## src/rtl/apb_uart_rx.sv

```systemverilog
// APB slave 8N1 UART receiver with a small receive FIFO, polled through DATA/STATUS registers.
// Define APB_UART_RX_PARITY_EN to receive 8E1 frames and report parity errors in STATUS bit4.
module apb_uart_rx #(
   parameter int BUS_WIDTH    = 16,
   parameter int CLKS_PER_BIT = 434,
   parameter int FIFO_DEPTH   = 4
) (
   input  logic                 clk,
   input  logic                 reset,
   input  logic [BUS_WIDTH-1:0] S_PADDR,
   input  logic                 S_PWRITE,
   input  logic                 S_PSELx,
   input  logic                 S_PENABLE,
   input  logic [BUS_WIDTH-1:0] S_PWDATA,
   output logic [BUS_WIDTH-1:0] S_PRDATA,
   output logic                 S_PREADY,
   input  logic                 rx_wire,
   output logic                 rx_irq
);
   localparam int CW = $clog2(CLKS_PER_BIT);
   localparam int AW = $clog2(FIFO_DEPTH);
   localparam logic [CW-1:0] HALF_M1  = CW'(CLKS_PER_BIT / 2 - 1);
   localparam logic [CW-1:0] FULL_M1  = CW'(CLKS_PER_BIT - 1);
   localparam logic [AW:0]   DEPTH_CT = (AW + 1)'(FIFO_DEPTH);

`ifdef APB_UART_RX_PARITY_EN
   typedef enum logic [2:0] {S_IDLE, S_START, S_DATA, S_PARITY, S_STOP, S_WAIT_HIGH} state_t;
`else
   typedef enum logic [2:0] {S_IDLE, S_START, S_DATA, S_STOP, S_WAIT_HIGH} state_t;
`endif

   state_t          state_q, state_d;
   logic [CW-1:0]   cnt_q, cnt_d;
   logic [2:0]      bit_q, bit_d;
   logic [7:0]      shift_q, shift_d;
   logic            push_q, push_d;
   logic            sync1_q, rxs_q;
   logic            ferr_set, perr_set;
   logic [7:0]      mem_q [FIFO_DEPTH];
   logic [AW-1:0]   wr_ptr_q, wr_ptr_d, rd_ptr_q, rd_ptr_d;
   logic [AW:0]     count_q, count_d;
   logic            ovr_q, ovr_d, ferr_q, ferr_d, perr_q, perr_d;
   logic            irq_q;
   logic            access, rd_acc, wr_acc, clr, not_empty, full, pop, push_ok, ovr_set;
   logic [7:0]      status, head;

   function automatic logic [2:0] sat3(input logic [AW:0] c);
      logic [31:0] w;
      w = 32'(c);
      if (w > 32'd7) return 3'd7;
      return w[2:0];
   endfunction

   // Receive FSM: all sampling uses the synchronised line rxs_q
   always_comb begin
      state_d  = state_q;
      cnt_d    = cnt_q;
      bit_d    = bit_q;
      shift_d  = shift_q;
      push_d   = 1'b0;
      ferr_set = 1'b0;
      perr_set = 1'b0;
      case (state_q)
         S_IDLE: if (!rxs_q) begin
            state_d = S_START;
            cnt_d   = '0;
            bit_d   = '0;
         end
         S_START: if (cnt_q == HALF_M1) begin
            cnt_d   = '0;
            state_d = rxs_q ? S_IDLE : S_DATA;
         end else cnt_d = cnt_q + CW'(1);
         S_DATA: if (cnt_q == FULL_M1) begin
            cnt_d   = '0;
            shift_d = {rxs_q, shift_q[7:1]};
            bit_d   = bit_q + 3'd1;
`ifdef APB_UART_RX_PARITY_EN
            if (bit_q == 3'd7) state_d = S_PARITY;
`else
            if (bit_q == 3'd7) state_d = S_STOP;
`endif
         end else cnt_d = cnt_q + CW'(1);
`ifdef APB_UART_RX_PARITY_EN
         S_PARITY: if (cnt_q == FULL_M1) begin
            cnt_d    = '0;
            perr_set = rxs_q != (^shift_q);
            state_d  = S_STOP;
         end else cnt_d = cnt_q + CW'(1);
`endif
         S_STOP: if (cnt_q == FULL_M1) begin
            cnt_d = '0;
            if (rxs_q) begin
               push_d  = 1'b1;
               state_d = S_IDLE;
            end else begin
               ferr_set = 1'b1;
               state_d  = S_WAIT_HIGH;
            end
         end else cnt_d = cnt_q + CW'(1);
         S_WAIT_HIGH: if (rxs_q) state_d = S_IDLE;
         default: state_d = S_IDLE;
      endcase
   end

   // APB decode, FIFO pointers and sticky flags
   always_comb begin
      access    = S_PSELx & S_PENABLE;
      rd_acc    = access & ~S_PWRITE;
      wr_acc    = access & S_PWRITE;
      clr       = wr_acc & S_PADDR[0];
      not_empty = count_q != '0;
      full      = count_q == DEPTH_CT;
      pop       = rd_acc & ~S_PADDR[0] & not_empty;
      push_ok   = push_q & (~full | pop);
      ovr_set   = push_q & full & ~pop;
      wr_ptr_d  = push_ok ? wr_ptr_q + AW'(1) : wr_ptr_q;
      rd_ptr_d  = pop ? rd_ptr_q + AW'(1) : rd_ptr_q;
      count_d   = count_q;
      if (push_ok && !pop) count_d = count_q + (AW + 1)'(1);
      if (pop && !push_ok) count_d = count_q - (AW + 1)'(1);
      ovr_d  = ovr_set  | (ovr_q  & ~(clr & S_PWDATA[2]));
      ferr_d = ferr_set | (ferr_q & ~(clr & S_PWDATA[3]));
`ifdef APB_UART_RX_PARITY_EN
      perr_d = perr_set | (perr_q & ~(clr & S_PWDATA[4]));
`else
      perr_d = 1'b0;
`endif
      head     = not_empty ? mem_q[rd_ptr_q] : 8'h00;
      status   = {sat3(count_q), perr_q, ferr_q, ovr_q, full, not_empty};
      S_PREADY = access;
      S_PRDATA = '0;
      if (access) S_PRDATA = BUS_WIDTH'(S_PADDR[0] ? status : head);
   end

   always_ff @(posedge clk or negedge reset) begin
      if (!reset) begin
         state_q  <= S_IDLE;
         cnt_q    <= '0;
         bit_q    <= '0;
         push_q   <= 1'b0;
         sync1_q  <= 1'b1;
         rxs_q    <= 1'b1;
         wr_ptr_q <= '0;
         rd_ptr_q <= '0;
         count_q  <= '0;
         ovr_q    <= 1'b0;
         ferr_q   <= 1'b0;
         perr_q   <= 1'b0;
         irq_q    <= 1'b0;
      end else begin
         state_q  <= state_d;
         cnt_q    <= cnt_d;
         bit_q    <= bit_d;
         push_q   <= push_d;
         sync1_q  <= rx_wire;
         rxs_q    <= sync1_q;
         wr_ptr_q <= wr_ptr_d;
         rd_ptr_q <= rd_ptr_d;
         count_q  <= count_d;
         ovr_q    <= ovr_d;
         ferr_q   <= ferr_d;
         perr_q   <= perr_d;
         irq_q    <= count_d != '0;
      end
   end

   // Data path: the shift register is held until the push one cycle after the stop sample
   always_ff @(posedge clk) begin
      shift_q <= shift_d;
      if (push_ok) mem_q[wr_ptr_q] <= shift_q;
   end

   assign rx_irq = irq_q;

   logic unused_bits;
`ifdef APB_UART_RX_PARITY_EN
   assign unused_bits = ^{S_PADDR[BUS_WIDTH-1:1], S_PWDATA[BUS_WIDTH-1:5], S_PWDATA[1:0]};
`else
   assign unused_bits = ^{S_PADDR[BUS_WIDTH-1:1], S_PWDATA[BUS_WIDTH-1:4], S_PWDATA[1:0], perr_set};
`endif
endmodule

```

## config.mk

```make
export PLATFORM = sky130hd
export DESIGN_NAME = apb_uart_rx
export DESIGN_NICKNAME = d
export VERILOG_FILES = /design/src/rtl/apb_uart_rx.sv
export SDC_FILE = /design/constraint.sdc
export NUM_CORES = 1
export LEC_CHECK = 0
export BUFFER_PORTS_ARGS = -buffer_cell sky130_fd_sc_hd__buf_2
export CAP_MARGIN = 5
export CORE_MARGIN = 8
export CORE_UTILIZATION = 30
export CTS_CLUSTER_DIAMETER = 150
export DETAILED_ROUTE_END_ITERATION = 12
export PLACE_DENSITY_LB_ADDON = 0.25
export SETUP_SLACK_MARGIN = 0.05
export SLEW_MARGIN = 30
export SYNTH_ARGS = -nofsm -noshare
export SYNTH_HDL_FRONTEND = slang
export SYNTH_SLANG_ARGS = --single-unit
```

## constraint.sdc

```tcl
create_clock -name clk -period 2.6 [get_ports clk]
set_clock_uncertainty 0.2 [all_clocks]
set_input_delay 0.52 -clock clk [delete_from_list [all_inputs] [get_ports clk]]
set_output_delay 0.52 -clock clk [all_outputs]
set_load 0.01 [all_outputs]
```

### After elaboration in Yosys (flattened, before gate mapping)

Memories as Yosys holds them, arrays and structs flattened.
Cells that the tools add are included.

* flip-flop bits (word level): 36
* latch bits: 0
* bits in writable memories: 32
* ROM bits: 0
* input port bits: 38
* logic and storage cells: 99
* memories kept: 1

* add/subtract/negate cells: 6
* multipliers: 0
* divide/modulo/power cells: 0
* $lt $le $gt $ge: 0
* equal/unequal tests: 14
* shift-type cells: 0
* multiplexer cells: 29
* bitwise operators: 22
* reductions and logical operators: 14

Memory list
* mem_q: depth 4, width 8, read ports 1, clocked after memory_dff 0, write ports 1, line 39 `logic [7:0] mem_q [FIFO_DEPTH];`

Operators by type and width (count)
* $mux 3: 11
* $mux 9: 3
* $pmux 9 s3: 1
* $mux 8: 3
* $pmux 3 s5: 1
* $and 1x1->1: 13
* $ne 2x2->1 const B: 6
* $add 9x1->9 const B: 1
* $eq 3x3->1 const B: 3
* $eq 9x8->1 const B: 1
* $eq 9x9->1 const B: 1
* $reduce_bool 3->1: 3
* $mux 1: 8
* $add 3x1->3 const B: 2
* $eq 3x2->1 const B: 2
* $not 1->1: 6
* $pmux 3 s2: 1
* $reduce_and 6->1: 1
* $add 2x1->2 const B: 2
* $reduce_and 2->1: 2
* $eq 3x1->1 const B: 1
* $logic_not 3->1: 1
* $or 1x1->1: 3
* $reduce_and 3->1: 1
* 6 further kinds: 8

### Longest topological paths before layout

* word-level depth: 10
* gate-level depth with buffers: 7
* mapped depth without buffers: 6

### Worst setup path after synthesis

OpenSTA, ideal clock, no wires.

* path type: register -> output
* from: reg count_q[0]
* to: out S_PRDATA[6]
* arrival: 1.457 ns
* required time: 1.880 ns
* path slack: 0.423 ns
* cell stages (with the launch flop): 8
* buffers on the path: 1
* cells stage by stage: dfrtp_1 inv_1 ha_1 clkbuf_1 nor2b_1 nor2_1 a22oi_1 nor2_1

* cells in the longest elaborated chain, start to end: 4

Ends and longest elaborated chain
* from (decl): line 41 `logic [AW:0] count_q, count_d;`
* from (signal assigned): line 159 `count_q <= count_d;`
* $reduce_bool 3->1: line 111 `not_empty = count_q != '0;`
* $mux 8: line 128 `head = not_empty ? mem_q[rd_ptr_q] : 8'h00;`
* $mux 8 (2 in a row): line 132 `if (access) S_PRDATA = BUS_WIDTH'(S_PADDR[0] ? status : head);`
* to (decl): line 15 `output logic [BUS_WIDTH-1:0] S_PRDATA,`

No other way between the ends.

### Worst setup path after layout

* from: reg rd_ptr_q[0]
* to: out S_PRDATA[7]

* cells in the longest elaborated chain, start to end: 4

Ends and longest elaborated chain
* from (decl): line 40 `logic [AW-1:0] wr_ptr_q, wr_ptr_d, rd_ptr_q, rd_ptr_d;`
* from (signal assigned): line 158 `rd_ptr_q <= rd_ptr_d;`
* $mem_v2 4x8
* $mux 8: line 128
* $mux 8 (2 in a row): line 132

No other way between the ends.

==> flow_summary.json <==
{
  "run_status": "finished, violations left",
  "failed_checks": "negative hold slack",
  "critPathSlowestCell": "mux4_2",
  "dr.pass1.iters": 4,
  "synth_area_leaders": "edfxtp_1 37%, dfrtp_1 20%, mux4_2 5.5%",
  "wl_per_cell_um": 14.8,
  "core_area_um2": 10700,
  "insertion_delay_ns": 0.35,
  "syn_to_final_growth_pct": 18.2,
  "yosys_warnings": 0,
  "num_io_pins": 56,
  "avgViaCountPerCell": 4.73,
  "start_util": 0.306,
  "critPathMaxStageDelay_ns": 0.52,
  "yosys.area.top_type": "edfxtp_1",
  "crit_path_end_kind": "primary output",
  "place_ws_ns": 0.325,
  "synth_edf_count": 40,
  "grt_pass1_wl_um": 10400,
  "design_power_total_uw": 2890,
  "synth_ff_type": "edfxtp_1",
  "syn_area_per_cell_um2": 12.5,
  "p_sw_uw": 846,
  "path_class": "register to primary output",
  "grt_pass1_vias": 2064,
  "vias": 2088,
  "seq_area_frac_synth": 0.579,
  "ir_drop_uv": 466,
  "grtUsageMet1": 0.114,
  "start_kind": "register",
  "setup_violations": 0,
  "die_area_um2": 14600,
  "worstReg2RegEnd": "shift_q[7]$_DFFE_PP_",
  "clock_sinks": 68,
  "die_x_um": 121,
  "slew_violations": 0,
  "dieHeight_um": 121,
  "cts_tree": "done",
  "hold_ws_ns": -0.00547,
  "synth_most_common_cell": "edfxtp_1",
  "p_seq_frac": 0.448,
  "port_buffers": 18,
  "leakagePower_uw": 0.00148,
  "synth.top_cell.area_share": 0.365,
  "r2r_cells": 5,
  "layout-drive-gt1-share": 0.256,
  "grt-ovfl-total": 0,
  "rr_startpoint": "cnt_q[1]$_DFFE_PN0P_",
  "layout.nets": 346,
  "grtUsageTotal": 0.0907,
  "grt_antenna_before_repair": 0,
  "hpwl_um": 4460,
  "drt_drc_violations_left": 0,
  "root_buffer": "clkbuf_8",
  "power_frac_comb": 0.243,
  "grt_use_met2": 0.143,
  "wirelength_um": 6510,
  "worstPathCellList": "buf_8 -> mux4_2 -> o221a_4 -> buf_6",
  "fin_crit_sh": 0.981,
  "cp.arrival_ns": 1.83,
  "worst_slew_pin_slew_ns": 0.633,
  "slew-limit-headroom": 0.578,
  "grt_most_used_layer": "met2",
  "antenna_violating_nets_post_route": 0,
  "cts_buffers": 9,
  "required_ns": 1.88,
  "clockBufferDepth": 2,
  "synth_cells": 264,
  "layout_setup_ws_ns": 0.0493,
  "num_rows": 38,
  "gp_congestion": 0.789,
  "synth_commonest_cells": "40 x edfxtp_1, 29 x nand2_1, 26 x dfrtp_1",
  "async_flop_share": 0.412,
  "max-cap-violations": 0,
  "hold_class": "input pin to asynchronous set/reset pin",
  "detail_route.iter0.violations": 194,
  "fmax_mhz": 392,
  "critPathMaxFanout": 5,
  "power.density_nw_per_um2": 743,
  "swShare": 0.293,
  "grt_max_degree": 29,
  "final-hold-violation-count": 10,
  "fin_crit_ns": 2.55,
  "use_met3": 0.0242,
  "synthDistinctLibCells": 56,
  "syn-cell-area_um2": 3290,
  "path_clk_slew_ns": 0.08,
  "antenna_cells": 0,
  "synth-seq-cells": 68,
  "clock_power_share": 0.309,
  "htreeDepth": 3,
  "reg2reg_slack_ns": 0.43,
  "internal_power_uw": 2040,
  "grt_setup_unrepaired": "true"
}
-- cell usage in the layout (no fill, tap or decap), types with 5 or more instances in the layout --
cell       n
a22o_1     5
nor2_1    15
dfrtp_1   22
and2_1     6
nand2_1   29
inv_1     13
buf_2     17
edfxtp_1  40
o211ai_1   5
ha_1      11
o21ai_0   11
conb_1     8
clkbuf_8   9
buf_4      8
mux4_2     8
nand3_1    6
-- routing by layer --
layer	wire length [um]	vias up
li1	-	1037
met1	3120	1011
met2	3020	38
met3	312	2
met4	55	0
met5	0	-
-- logic make-up after synthesis --
| kind of cell | Yosys count | synth area share |
|---|---|---|
| adder cells (fa/ha/maj) | 12 | 0.0457 |
| AND/OR/NAND/NOR | 88 | 0.143 |
| XOR/XNOR | 3 | 0.00800 |
| flip-flops | 68 | 0.579 |
| buffers and inverters | 29 | 0.0438 |
| multiplexers | 11 | 0.0643 |
| AO/OA/AOI/OAI | 52 | 0.115 |
| other | 1 | 0.00114 |
-- worst max path at each step --
stage          slack, ns                     to  depth (start not counted)                     from
2_1_floorplan       0.42            S_PRDATA[6]                          7     count_q[0]$_DFF_PN0_
3_3_place_gp        0.33  mem_q[0][0]$_DFFE_PP_                          6               S_PADDR[0]
3_5_place_dp        0.33  mem_q[1][0]$_DFFE_PP_                          6               S_PADDR[0]
4_1_cts             0.02            S_PRDATA[1]                          5  rd_ptr_q[0]$_DFFE_PN0N_
5_1_grt            -0.02            S_PRDATA[7]                          4  rd_ptr_q[0]$_DFFE_PN0N_
6_report            0.05            S_PRDATA[7]                          4  rd_ptr_q[0]$_DFFE_PN0N_
-- power groups by stage --
stage	clock network [uW]	registers, uW	logic (uW)
2_1_floorplan	0	1240	419
3_3_place_gp	0	1290	520
3_5_place_dp	0	1290	528
4_1_cts	917	1280	621
5_1_grt	961	1310	771
6_report	893	1290	701
-- flip-flops by register name (all words and copies together), names as in the netlist --
register / count
cnt_q: 9
shift_q: 8
bit_q: 3
sync1_q: 1
rd_ptr_q: 2
ovr_q: 1
ferr_q: 1
rx_irq: 1
state_q: 3
count_q: 3
rxs_q: 1
mem_q: 32
push_q: 1
wr_ptr_q: 2
-- metrics by stage --
step / std cells / setup TNS (ns) / hold WS, ns / cell area [um^2] / utilization
after detailed placement: 422 / 0 / 0.147 / 3550 / 0.330
after floorplan: 271 / 0 / 0.0244 / 3310 / -
after global routing: 441 / -0.0171 / 0.0358 / 3880 / 0.361
after CTS: 439 / 0 / 0.0118 / 3800 / 0.354
final: 441 / 0 / -0.00547 / 3880 / 0.361
after global placement: 422 / 0 / 0.148 / 3550 / 0.330
-- cell type report --
class | instances | area [um^2]
Clock inverter | 7 | 80.1
Timing Repair Buffer | 29 | 219
Fill cell | 1049 | 6860
Sequential cell | 68 | 1910
Multi-Input combinational cell | 174 | 1320
Inverter | 14 | 52.6
Tap cell | 140 | 175
Clock buffer | 9 | 124
-- critical path, delay by kind of cell (launching register included) --
kind	cells	cell delay (ns)
muxes	1	0.52
DFF	1	0.41
buffers and inverters	2	0.26
AOI/OAI and AO/OA	1	0.30
-- what timing repair did --
item / CTS / global route
pin swaps: 0 / 3
hold buffers: 0 / 0
gates cloned: 1 / 0
setup endpoints to repair: 7 / 8
resized for setup: 6 / 14
setup buffers: 0 / 2
Note: power is estimated with default switching activity, not from simulation.
